<file path="src/rtl/branch_select_pkg.sv">
// Shared branch types and the sequence-number age compare.
// Used by the ALUs, the ROB and branch_select.
package branch_select_pkg;

  localparam int SQN_W = 7;

  typedef logic [SQN_W-1:0] SqN;

  typedef struct packed {
    logic [31:0] dstPC;
    SqN          sqN;
    logic        taken;
  } BranchProv;

  // a is older than b when the wrapped difference is negative.
  function automatic logic sqn_older(SqN a, SqN b);
    SqN d;
    d = a - b;
    return d[SQN_W-1];
  endfunction

endpackage

</file>
<file path="src/rtl/branch_age_tree.sv">
// Combinational oldest-of-N reduction over branch reports.
// Ties resolve to the lower unit index.
module branch_age_tree
  import branch_select_pkg::*;
#(
  parameter int NUM_UNITS = 2,
  localparam int IDX_W = (NUM_UNITS > 1) ? $clog2(NUM_UNITS) : 1
) (
  input  logic [NUM_UNITS-1:0] IN_valid,
  input  SqN                   IN_sqN [NUM_UNITS],
  output logic                 OUT_valid,
  output logic [IDX_W-1:0]     OUT_idx
);

  localparam int LEAVES = 1 << $clog2(NUM_UNITS);

  logic             nValid [1:2*LEAVES-1];
  logic [IDX_W-1:0] nIdx   [1:2*LEAVES-1];
  SqN               nSqN   [1:2*LEAVES-1];
  logic             pickR;

  // Heap-ordered tree: leaves at LEAVES.., root at node 1.
  always_comb begin
    pickR = 1'b0;
    for (int i = 0; i < LEAVES; i++) begin
      if (i < NUM_UNITS) begin
        nValid[LEAVES+i] = IN_valid[i];
        nSqN[LEAVES+i]   = IN_sqN[i];
      end else begin
        nValid[LEAVES+i] = 1'b0;
        nSqN[LEAVES+i]   = '0;
      end
      nIdx[LEAVES+i] = IDX_W'(i);
    end
    for (int n = LEAVES - 1; n >= 1; n--) begin
      pickR = nValid[2*n+1] &&
              (!nValid[2*n] ||
               sqn_older(nSqN[2*n+1], nSqN[2*n]));
      nValid[n] = nValid[2*n] || nValid[2*n+1];
      nIdx[n]   = pickR ? nIdx[2*n+1] : nIdx[2*n];
      nSqN[n]   = pickR ? nSqN[2*n+1] : nSqN[2*n];
    end
    OUT_valid = nValid[1];
    OUT_idx   = nIdx[1];
  end

endmodule

</file>
<file path="src/rtl/branch_select.sv">
// Picks the oldest ALU mispredict as the core redirect and
// holds an invalidation window so ALUs drop younger uops.
module branch_select
  import branch_select_pkg::*;
#(
  parameter int NUM_UNITS   = 2,
  parameter int HOLD_CYCLES = 3
) (
  input  logic      clk,
  input  logic      rst,
  input  BranchProv IN_branches [NUM_UNITS],
  input  logic      IN_flush,
  output BranchProv OUT_branch,
  output logic      OUT_invalidate,
  output SqN        OUT_invalidateSqN
);

  localparam int CNT_W = $clog2(HOLD_CYCLES + 1);
  localparam int IDX_W = (NUM_UNITS > 1) ? $clog2(NUM_UNITS) : 1;

  typedef enum logic {IDLE, HOLD} state_t;

  state_t           state;
  state_t           stateNext;
  logic [CNT_W-1:0] holdCnt;
  logic [CNT_W-1:0] holdCntNext;
  SqN               curSqN;
  SqN               curSqNNext;

  logic [NUM_UNITS-1:0] cand;
  SqN                   candSqN [NUM_UNITS];
  logic                 winValid;
  logic [IDX_W-1:0]     winIdx;
  BranchProv            winBr;

  // Only reports older than the held one may compete.
  always_comb begin
    for (int i = 0; i < NUM_UNITS; i++) begin
      candSqN[i] = IN_branches[i].sqN;
      cand[i] = IN_branches[i].taken && !IN_flush &&
                (state == IDLE ||
                 sqn_older(IN_branches[i].sqN, curSqN));
    end
  end

  branch_age_tree #(
    .NUM_UNITS(NUM_UNITS)
  ) ageTree (
    .IN_valid (cand),
    .IN_sqN   (candSqN),
    .OUT_valid(winValid),
    .OUT_idx  (winIdx)
  );

  assign winBr = IN_branches[winIdx];

  // Window control: open/reload on a winner, count down otherwise.
  always_comb begin
    stateNext   = state;
    holdCntNext = holdCnt;
    curSqNNext  = curSqN;
    unique case (state)
      IDLE: begin
        if (winValid) begin
          stateNext   = HOLD;
          holdCntNext = CNT_W'(HOLD_CYCLES);
          curSqNNext  = winBr.sqN;
        end
      end
      HOLD: begin
        if (winValid) begin
          holdCntNext = CNT_W'(HOLD_CYCLES);
          curSqNNext  = winBr.sqN;
        end else if (holdCnt == CNT_W'(1)) begin
          stateNext   = IDLE;
          holdCntNext = '0;
        end else begin
          holdCntNext = holdCnt - CNT_W'(1);
        end
      end
      default: begin
        stateNext   = IDLE;
        holdCntNext = '0;
      end
    endcase
    if (IN_flush) begin
      stateNext   = IDLE;
      holdCntNext = '0;
    end
  end

  // State, counter and registered redirect output.
  always_ff @(posedge clk) begin
    if (rst) begin
      state            <= IDLE;
      holdCnt          <= '0;
      OUT_branch.taken <= 1'b0;
    end else begin
      state   <= stateNext;
      holdCnt <= holdCntNext;
      curSqN  <= curSqNNext;
      if (winValid) begin
        OUT_branch       <= winBr;
        OUT_branch.taken <= 1'b1;
      end else begin
        OUT_branch.taken <= 1'b0;
      end
    end
  end

  assign OUT_invalidate    = (state == HOLD);
  assign OUT_invalidateSqN = curSqN;

endmodule

</file>
<file path="config.mk">
export PLATFORM = sky130hd
export DESIGN_NAME = branch_select
export DESIGN_NICKNAME = d
export VERILOG_FILES = /design/src/rtl/branch_select_pkg.sv /design/src/rtl/branch_age_tree.sv /design/src/rtl/branch_select.sv
export SDC_FILE = /design/constraint.sdc
export NUM_CORES = 1
export LEC_CHECK = 0
export CORE_UTILIZATION = 39
export CTS_CLUSTER_DIAMETER = 200
export CTS_CLUSTER_SIZE = 8
export DETAILED_ROUTE_END_ITERATION = 10
export GPL_ROUTABILITY_DRIVEN = 0
export PLACE_DENSITY = 0.9
export SLEW_MARGIN = 15
export SYNTH_ARGS = -nofsm -noshare
export SYNTH_HDL_FRONTEND = slang
export SYNTH_SLANG_ARGS = --single-unit
export TNS_END_PERCENT = 10
</file>
<file path="constraint.sdc">
create_clock -name clk -period 5.87 [get_ports clk]
set_clock_uncertainty 0.2 [all_clocks]
set_input_delay 1.4675 -clock clk [delete_from_list [all_inputs] [get_ports clk]]
set_output_delay 1.4675 -clock clk [all_outputs]
set_load 0.01 [all_outputs]
</file>
==> impl_metrics.py, run 1 <==
metrics = {
    "worst_setup_path": {
        "regToRegEndpoint": "OUT_invalidateSqN[6]",
        "cp-endpoint": "OUT_invalidateSqN[6]",
        "critPathRequiredTime_ns": 5.71,
        "worstPathMaxFanout": 29,
        "r2r.worst_path.cells": 8,
        "cp_data_arrival_time_ns": 4.31,
        "worst-setup-path-type": "in -> reg",
        "worst_setup_path_startpoint": "IN_branches[46]",
        "reg2reg_setup_slack_ns": 2.60,
        "timing.rr.start": "OUT_invalidateSqN[5]",
        "end_kind": "register",
        "worst_setup_path_start_kind": "primary input",
    },
    "logic_synthesis": {
        "synth_sequential_area_ratio_pct": 53.9,
        "top_cells_by_instance_count_after_synthesis": "39 x sky130_fd_sc_hd__edfxtp_1, 39 x sky130_fd_sc_hd__mux2_1, 16 x sky130_fd_sc_hd__ha_1, 12 x sky130_fd_sc_hd__inv_1",
        "syn_inst": 164,
        "synth_top_area_cell": "sky130_fd_sc_hd__edfxtp_1",
        "synth_top_cells_by_area": "sky130_fd_sc_hd__edfxtp_1 50%, sky130_fd_sc_hd__mux2_1 19%, sky130_fd_sc_hd__ha_1 8.6%, sky130_fd_sc_hd__dfxtp_1 3.5%, sky130_fd_sc_hd__buf_4 2.9%",
        "synth_area_per_cell_sq_um": 14.1,
        "share_of_flip_flops_with_an_asynchronous_set_or_reset_pct": 0,
        "post_synth_instance_area_sq_um": 2320,
        "syn_nets": 263,
        "netlist.area_leader.share_pct": 50.5,
        "ys_warn_count": 0,
        "synthFlopType": "sky130_fd_sc_hd__edfxtp_1",
        "synth-edff-count": 39,
        "ys_ff_latch": 43,
        "netlist-cell-type-count": 26,
    },
    "route": {
        "dr.first_iter.drc_count": 54,
        "wire_per_inst_um": 14.9,
        "finalWirelength_um": 5440,
        "vias": 1773,
        "wl_met2_um": 2850,
        "routed-wl-met3_um": 484,
        "drt-pass1-iter-count": 2,
        "top_layer_used": "met4",
        "route.antenna.remaining_nets": 0,
        "routed_via_density": 4.86,
        "route.layer.met1.wl_um": 1970,
        "post-route-drc-count": 0,
    },
    "clocking": {
        "clockRootBuffer": "sky130_fd_sc_hd__clkbuf_8",
        "cts_tree": "built",
        "clkSlewWorstSetupHoldPaths_ns": 0.07,
        "cts_num_sinks": 43,
        "ctsResizeCount": 0,
        "cts_max_level": 2,
        "tritoncts.num_buffers": 5,
        "post_cts_hold_buffer_count": 0,
        "postCtsSetupBuffers": 0,
        "clock_path_buffers": 2,
        "insertion_delay_ns": 0.29,
    },
    "power_and_ir_drop": {
        "post-layout-total-power_mw": 0.723,
        "power.internal_mw": 0.549,
        "p_switching_mw": 0.174,
        "total_leakage_power_nw": 1.41,
        "max_rail_drop_vdd_v": 0.000111,
        "pwr_density_cell_nw_per_um2": 193,
        "seq_power_share_pct": 50.0,
        "share_clk_of_total_power_pct": 25.7,
        "switching_share_pct": 24.1,
        "portion_of_total_power_attributed_to_combinational_logic_pct": 24.2,
    },
    "die": {
        "die-area_sq_um": 6260,
        "core_region_area_sq_um": 5610,
        "die_h_um": 79.1,
        "die_x_um": 79.1,
        "fp-row-count": 27,
        "num_io_pins": 131,
        "initial_core_util_pct": 41.4,
    },
    "finish": {
        "finish.instance_area_sq_um": 3750,
        "n_antenna_cell": 0,
        "stdcell_count": 365,
        "utilization_pct": 66.8,
        "ff_latch_area_sq_um": 1250,
        "layout.filler_cells": 435,
        "layout-drive-gt1-share_pct": 4.78,
        "layout-area-overhead-vs-synth_pct": 61.6,
        "design.final.nets": 391,
        "multi_input_area_sq_um": 948,
    },
    "timing": {
        "worstMarginPinSlew_ns": 0.729,
        "setup_tns_ns": 0,
        "hold_viol": 0,
        "post-route-period-util_pct": 76.2,
        "finalHoldWorstSlack_ns": 0.367,
        "relSlewSlack_pct": 51.4,
        "final-setup-viol-count": 0,
        "rsz0062_at_grt": "no",
        "setup_ws_ns": 1.40,
        "layout_min_cycle_time_ns": 4.47,
        "max_clock_freq_ghz": 0.224,
        "timing.final.max_slew_violations": 0,
    },
    "placed_design": {
        "portBuffers": 130,
        "dp.final_hpwl_um": 4310,
        "dpl_worst_slack_ns": 1.05,
        "placedInstanceArea_sq_um": 3660,
        "place.detailed.instances": 357,
    },
    "global_routing": {
        "first_global_vias": 1838,
        "grt_pass1_wl_um": 8210,
        "antenna_found_initial": 0,
        "global_route.overflow_total": 0,
        "gr-usage-all-layers_pct": 17.5,
        "pin_count_of_the_biggest_net_entering_global_routing": 30,
    },
    "run": {
        "max_cap_violations": 0,
    },
    "status": {
        "result_of_the_run": "completed",
    },
    "min_path": {
        "hp-class": "reg -> reg",
        "worstHoldPathCells": 2,
    },
}
[final cells by class]
cell class	instances	area share, %
inverters	12	1.20
repair buffers	132	35.4
clock buffers	6	1.94
well taps	72	2.40
flip-flops and latches	43	33.4
multi-input cells	98	25.3
clock inverters	2	0.334
[critical path, stage by stage]
cell and delay [ns]:
sky130_fd_sc_hd__clkdlybuf4s50_1 0.45, sky130_fd_sc_hd__ha_1 0.34, sky130_fd_sc_hd__nand4_1 0.10, sky130_fd_sc_hd__o221ai_1 0.21
sky130_fd_sc_hd__mux2_2 0.40, sky130_fd_sc_hd__a311oi_4 0.69, sky130_fd_sc_hd__buf_12 0.29, sky130_fd_sc_hd__mux2_1 0.35
[cell usage in the layout (no fill, tap or decap), types with 3 or more instances in the layout]
master	instances
sky130_fd_sc_hd__a21o_1	3
sky130_fd_sc_hd__a21oi_1	9
sky130_fd_sc_hd__clkbuf_8	5
sky130_fd_sc_hd__clkdlybuf4s50_1	130
sky130_fd_sc_hd__dfxtp_1	4
sky130_fd_sc_hd__edfxtp_1	39
sky130_fd_sc_hd__ha_1	16
sky130_fd_sc_hd__inv_1	12
sky130_fd_sc_hd__mux2_1	39
sky130_fd_sc_hd__nand2_1	3
sky130_fd_sc_hd__nand2b_1	7
[cells by family (layout without fill, tap and decap cells)]
group	count (synthesis)	after routing	synth area share, %
adders and majority gates	16	16	8.63
DFF	43	43	53.9
AOI/OAI and AO/OA	19	19	5.45
and+or+nand+nor	16	16	3.72
muxes	43	43	20.8
buffers and inverters	23	152	5.99
xor gates and xnor gates	4	4	1.51
[sequential cells by signal, summed over array words and instances (netlist names)]
signal	flops
OUT_branch	33
OUT_invalidateSqN	7
holdCnt	2
OUT_invalidate	1
[layer usage]
| layer | GRT usage [%] | up-vias |
|---|---|---|
| met1 | 17.2 | 813 |
| met5 | 0 | - |
| met4 | 7.82 | 0 |
| met3 | 6.21 | 12 |
| met2 | 32.4 | 89 |
| li1 | - | 859 |
[worst min path at each step]
stage | endpoint | start | slack [ns]
final | holdCnt[1] | holdCnt[1] | 0.37
after global routing | holdCnt[1] | holdCnt[1] | 0.41
after CTS | holdCnt[1] | holdCnt[1] | 0.37
after detailed placement | holdCnt[1] | holdCnt[1] | 0.35
after global placement | holdCnt[1] | holdCnt[1] | 0.33
after floorplan | holdCnt[1] | holdCnt[1] | 0.31
[power groups by stage]
stage	logic, mW	registers [mW]	clock network (mW)
floorplan	0.0690	0.376	0
global placement	0.172	0.368	0
detailed placement	0.177	0.369	0
CTS	0.178	0.362	0.193
global route	0.190	0.363	0.202
finish	0.175	0.362	0.186
Note: power is estimated with default switching activity, not from simulation.
==> inputs of run 2 (changes only) <==
- CORE_UTILIZATION: 39 -> 35
- PLACE_DENSITY: 0.9 -> 0.85
- clock period: 5.87 -> 3.8 ns (I/O delays scaled with it)
==> run 2 against run 1 <==
Against the previous run: count of clock-buffer cells in the layout stayed put; critical path depth did not move; critical endpoint is now OUT_branch[17]; global-route usage decreased by 1.4 points; via count increased by 1.4%; design area grew 2.2%; combinational power grew 62%; non-clock buffer count up 7; first-iteration DRC count is the same.
==> impl_metrics.py, run 2 (same netlist as run 1, synthesis figures left out) <==
metrics = {
    "status": {
        "result_of_the_run": "completed",
    },
    "route": {
        "top_layer_used": "met4",
        "finalWirelength_um": 5380,
        "dr.first_iter.drc_count": 54,
        "drt-pass1-iter-count": 4,
        "route.layer.met1.wl_um": 1930,
        "wire_per_inst_um": 14.3,
        "vias": 1797,
        "route.antenna.remaining_nets": 0,
        "routed-wl-met3_um": 484,
        "routed_via_density": 4.77,
        "wl_met2_um": 2880,
        "post-route-drc-count": 0,
    },
    "die": {
        "die-area_sq_um": 6960,
        "fp-row-count": 29,
        "die_h_um": 83.4,
        "initial_core_util_pct": 36.3,
        "core_region_area_sq_um": 6390,
        "num_io_pins": 131,
        "die_x_um": 83.4,
    },
    "min_path": {
        "holdPathEnd": "holdCnt[1]",
        "hold_path.startpoint": "holdCnt[1]",
        "hp-class": "reg -> reg",
        "worstHoldPathCells": 2,
    },
    "global_routing": {
        "pin_count_of_the_biggest_net_entering_global_routing": 40,
        "global_route.overflow_total": 0,
        "first_global_vias": 1912,
        "grt_pass1_wl_um": 8700,
        "antenna_found_initial": 0,
        "gr-usage-all-layers_pct": 16.0,
    },
    "clocking": {
        "cts_tree": "built",
        "cts_max_level": 2,
        "post_cts_hold_buffer_count": 0,
        "clock_path_buffers": 2,
        "insertion_delay_ns": 0.29,
        "clockRootBuffer": "sky130_fd_sc_hd__clkbuf_8",
        "clkSlewWorstSetupHoldPaths_ns": 0.08,
        "postCtsSetupBuffers": 0,
        "tritoncts.num_buffers": 5,
        "cts_num_sinks": 43,
        "ctsResizeCount": 0,
    },
    "worst_setup_path": {
        "regToRegEndpoint": "OUT_branch[17]",
        "worstPathMaxFanout": 22,
        "r2r.worst_path.cells": 8,
        "cp_data_arrival_time_ns": 3.49,
        "end_kind": "register",
        "critPathRequiredTime_ns": 3.64,
        "worst_setup_path_start_kind": "primary input",
        "worst-setup-path-type": "in -> reg",
        "timing.rr.start": "OUT_invalidateSqN[5]",
        "reg2reg_setup_slack_ns": 0.80,
    },
    "finish": {
        "layout.filler_cells": 527,
        "layout-area-overhead-vs-synth_pct": 65.2,
        "regMostFlops": "OUT_branch",
        "utilization_pct": 60.0,
        "max_reg_flops": 33,
        "layout-drive-gt1-share_pct": 7.00,
        "most_frequent_cells_in_the_layout": "130 x sky130_fd_sc_hd__clkdlybuf4s50_1, 39 x sky130_fd_sc_hd__edfxtp_1, 39 x sky130_fd_sc_hd__mux2_1, 16 x sky130_fd_sc_hd__ha_1, 12 x sky130_fd_sc_hd__inv_1",
        "design.final.nets": 398,
        "most_common_library_cell_in_the_layout_ignoring_fill_and_taps": "sky130_fd_sc_hd__clkdlybuf4s50_1",
        "n_antenna_cell": 0,
    },
    "timing": {
        "final-setup-viol-count": 0,
        "hold_viol": 0,
        "worstMarginPinSlew_ns": 0.368,
        "relSlewSlack_pct": 75.5,
        "setup_tns_ns": 0,
        "post-route-period-util_pct": 96.1,
        "layout_min_cycle_time_ns": 3.65,
        "timing.final.max_slew_violations": 0,
        "max_clock_freq_ghz": 0.274,
        "rsz0062_at_grt": "no",
    },
    "run": {
        "max_cap_violations": 0,
    },
    "placed_design": {
        "portBuffers": 130,
        "dp.final_hpwl_um": 4260,
    },
    "power_and_ir_drop": {
        "pwr_density_cell_nw_per_um2": 294,
        "max_rail_drop_vdd_v": 0.000172,
        "total_leakage_power_nw": 1.45,
    },
}
## run 2: final cells by class
| type | instances | area [sq um] | area share, % |
|---|---|---|---|
| Timing Repair Buffer | 139 | 1410 | 36.7 |
| Sequential cell | 43 | 1250 | 32.6 |
| Multi-Input combinational cell | 98 | 948 | 24.7 |
| Tap cell | 77 | 96.3 | 2.51 |
| Clock buffer | 6 | 72.6 | 1.89 |
| Inverter | 12 | 45.0 | 1.18 |
| Clock inverter | 2 | 12.5 | 0.326 |
## run 2: power by group
group / internal (mW) / leakage, nW / switching, mW
clock network: 0.129 / 0.0412 / 0.158
registers: 0.548 / 0.394 / 0.00956
logic: 0.181 / 1.02 / 0.103
total: 0.858 / 1.45 / 0.270
## run 2: routing by layer
layer / vias to the layer above / GRT usage [%]
li1: 873 / -
met1: 835 / 16.3
met2: 78 / 30.4
met3: 11 / 5.57
met4: 0 / 5.24
met5: - / 0
## run 2: worst max path at each step
stage	start	to	slack (ns)	cells after the start
floorplan	IN_branches[5]	OUT_branch[10]	0.15	7
global placement	IN_branches[5]	OUT_branch[12]	-0.13	8
detailed placement	IN_branches[5]	OUT_branch[18]	-0.20	8
CTS	IN_branches[5]	OUT_branch[23]	0.12	8
global route	IN_branches[46]	OUT_branch[28]	0.06	8
finish	IN_branches[46]	OUT_branch[17]	0.15	8
## run 2: per-stage QoR
| stage | total power, mW | setup WS (ns) | cells | area [sq um] | hold WS (ns) |
|---|---|---|---|---|---|
| 6_report | 1.13 | 0.150 | 377 | 3830 | 0.352 |
| 5_1_grt | 1.18 | 0.0637 | 377 | 3830 | 0.390 |
| 4_1_cts | 1.14 | 0.118 | 376 | 3810 | 0.362 |
| 3_5_place_dp | 0.854 | -0.198 | 368 | 3730 | 0.350 |
| 3_3_place_gp | 0.844 | -0.129 | 368 | 3730 | 0.327 |
| 2_1_floorplan | 0.687 | 0.146 | 164 | 2320 | 0.314 |
## run 2: worst max-delay path, stage by stage
cell	delay (ns)
sky130_fd_sc_hd__clkdlybuf4s50_1	0.45
sky130_fd_sc_hd__ha_1	0.34
sky130_fd_sc_hd__nand4_1	0.11
sky130_fd_sc_hd__o221ai_1	0.24
sky130_fd_sc_hd__mux2_2	0.41
sky130_fd_sc_hd__a311oi_4	0.42
sky130_fd_sc_hd__buf_12	0.22
sky130_fd_sc_hd__mux2_1	0.35
==> inputs of run 3 (changes only) <==
- CORE_UTILIZATION: 35 -> 39
- PLACE_DENSITY: 0.85 -> 0.9
- clock period: 3.8 -> 4.09 ns (I/O delays scaled with it)
==> run 3 against run 2 <==
Against the previous run: critical path depth is the same; critical path type unchanged; flip-flop and latch count is the same; non-clock buffer count shrank 4; global-route usage grew 0.93 points; highest routed layer unchanged; clock power grew 15%; largest cell class unchanged.
==> impl_metrics.py, run 3 (same netlist as run 1, synthesis figures left out) <==
metrics = {
    "worst_setup_path": {
        "slowest_stage_cell_crit_path": "sky130_fd_sc_hd__clkdlybuf4s50_1",
        "worst_setup_path_start_kind": "primary input",
        "worst-setup-path-type": "in -> reg",
        "timing.critical_path.slowest_cell_delay_ns": 0.45,
        "r2r.worst_path.cells": 8,
        "worstPathMaxFanout": 13,
        "worst_setup_path_startpoint": "IN_branches[46]",
        "critical_path.cell_chain": "clkdlybuf4s50_1 > ha_1 > nand4_1 > o221ai_1 > mux2_2 > a311oi_4 > buf_4 > mux2_1",
        "reg2reg_setup_slack_ns": 1.17,
        "cp_data_arrival_time_ns": 3.52,
        "regToRegEndpoint": "OUT_branch[13]",
        "timing.rr.start": "OUT_invalidateSqN[5]",
        "critPathRequiredTime_ns": 3.93,
        "end_kind": "register",
    },
    "route": {
        "routed-wl-met3_um": 508,
        "wl_met2_um": 2800,
        "route.antenna.remaining_nets": 0,
        "post-route-drc-count": 0,
        "wire_per_inst_um": 14.4,
        "drt-pass1-iter-count": 4,
        "finalWirelength_um": 5300,
        "top_layer_used": "met4",
        "routed_via_density": 4.72,
        "route.layer.met1.wl_um": 1970,
        "vias": 1736,
        "dr.first_iter.drc_count": 38,
    },
    "die": {
        "die_h_um": 79.1,
        "initial_core_util_pct": 41.4,
        "die_x_um": 79.1,
        "die-area_sq_um": 6260,
        "num_io_pins": 131,
        "fp-row-count": 27,
        "core_region_area_sq_um": 5610,
    },
    "global_routing": {
        "global_route.overflow_total": 0,
        "grt_pass1_wl_um": 8060,
        "pin_count_of_the_biggest_net_entering_global_routing": 27,
        "gr-usage-all-layers_pct": 17.0,
        "antenna_found_initial": 0,
        "first_global_vias": 1779,
    },
    "finish": {
        "layout-area-overhead-vs-synth_pct": 63.8,
        "layout-drive-gt1-share_pct": 6.08,
        "max_reg_flops": 33,
        "most_common_library_cell_in_the_layout_ignoring_fill_and_taps": "sky130_fd_sc_hd__clkdlybuf4s50_1",
        "design.final.nets": 394,
        "n_antenna_cell": 0,
        "regMostFlops": "OUT_branch",
        "utilization_pct": 67.7,
        "most_frequent_cells_in_the_layout": "130 x sky130_fd_sc_hd__clkdlybuf4s50_1, 39 x sky130_fd_sc_hd__edfxtp_1, 39 x sky130_fd_sc_hd__mux2_1, 16 x sky130_fd_sc_hd__ha_1, 12 x sky130_fd_sc_hd__inv_1",
    },
    "clocking": {
        "cts_num_sinks": 43,
        "cts_tree": "built",
        "insertion_delay_ns": 0.29,
        "cts_max_level": 2,
        "clockRootBuffer": "sky130_fd_sc_hd__clkbuf_8",
        "ctsResizeCount": 0,
        "clkSlewWorstSetupHoldPaths_ns": 0.08,
        "tritoncts.num_buffers": 5,
        "postCtsSetupBuffers": 0,
        "clock_path_buffers": 2,
        "post_cts_hold_buffer_count": 0,
    },
    "timing": {
        "setup_tns_ns": 0,
        "hold_viol": 0,
        "setup_ws_ns": 0.410,
        "max_clock_freq_ghz": 0.272,
        "finalHoldWorstSlack_ns": 0.376,
        "post-route-period-util_pct": 90.0,
        "layout_min_cycle_time_ns": 3.68,
        "relSlewSlack_pct": 76.3,
        "rsz0062_at_grt": "no",
        "timing.final.max_slew_violations": 0,
        "worstMarginPinSlew_ns": 0.345,
        "final-setup-viol-count": 0,
    },
    "min_path": {
        "worstHoldPathCells": 2,
        "holdPathEnd": "holdCnt[1]",
        "hp-class": "reg -> reg",
        "hold_path.startpoint": "holdCnt[1]",
    },
    "placed_design": {
        "dpl_worst_slack_ns": 0.0901,
        "portBuffers": 130,
        "dp.final_hpwl_um": 4240,
    },
    "power_and_ir_drop": {
        "pwr_density_cell_nw_per_um2": 290,
        "max_rail_drop_vdd_v": 0.000220,
        "total_leakage_power_nw": 1.44,
    },
    "status": {
        "result_of_the_run": "completed",
    },
    "run": {
        "max_cap_violations": 0,
    },
}
[run 3: cell count changes in the layout (fill, tap and decap cells not counted), sizes merged]
cell and change:
bufinv +1, clkinvlp -1, buf -4, clkinv +1, clkbuf -1
[run 3: layer usage]
layer / GRT usage, % / vias to the layer above
li1: - / 863
met1: 18.1 / 790
met2: 31.4 / 81
met3: 6.78 / 2
met4: 3.27 / 0
met5: 0 / -
[run 3: power by group]
part           leakage (nW)  internal, mW  switching [mW]
logic                 0.991         0.161          0.0931
clock network        0.0581         0.182           0.147
registers             0.394         0.510         0.00881
total                  1.44         0.853           0.249
[run 3: how the worst max path moves through the flow]
| stage | end | slack [ns] | cells after the start |
|---|---|---|---|
| floorplan | OUT_branch[10] | 0.36 | 7 |
| finish | OUT_branch[13] | 0.41 | 8 |
| global placement | OUT_branch[24] | 0.17 | 8 |
| global route | OUT_branch[13] | 0.29 | 8 |
| CTS | OUT_invalidateSqN[6] | 0.40 | 8 |
| detailed placement | OUT_invalidateSqN[6] | 0.09 | 8 |
[run 3: layout make-up]
| class | count | area (sq um) |
|---|---|---|
| Timing Repair Buffer | 135 | 1350 |
| Inverter | 12 | 45.0 |
| Clock buffer | 5 | 68.8 |
| Multi-Input combinational cell | 98 | 948 |
| Clock inverter | 3 | 43.8 |
| Fill cell | 441 | 1810 |
| Sequential cell | 43 | 1250 |
| Tap cell | 72 | 90.1 |
[run 3: stage by stage]
stage                     cells  power (mW)  instance area (sq um)
after floorplan             164       0.638                   2320
after global placement      360       0.777                   3690
after detailed placement    360       0.784                   3690
after CTS                   368        1.11                   3800
after global routing        368        1.15                   3800
final                       368        1.10                   3800
[run 3: worst max-delay path, delay by kind of cell]
kind | cells | cell delay (ns)
muxes | 2 | 0.75
AOI/OAI and AO/OA | 2 | 0.56
buffers and inverters | 2 | 0.73
and+or+nand+nor | 1 | 0.10
adders and majority gates | 1 | 0.34
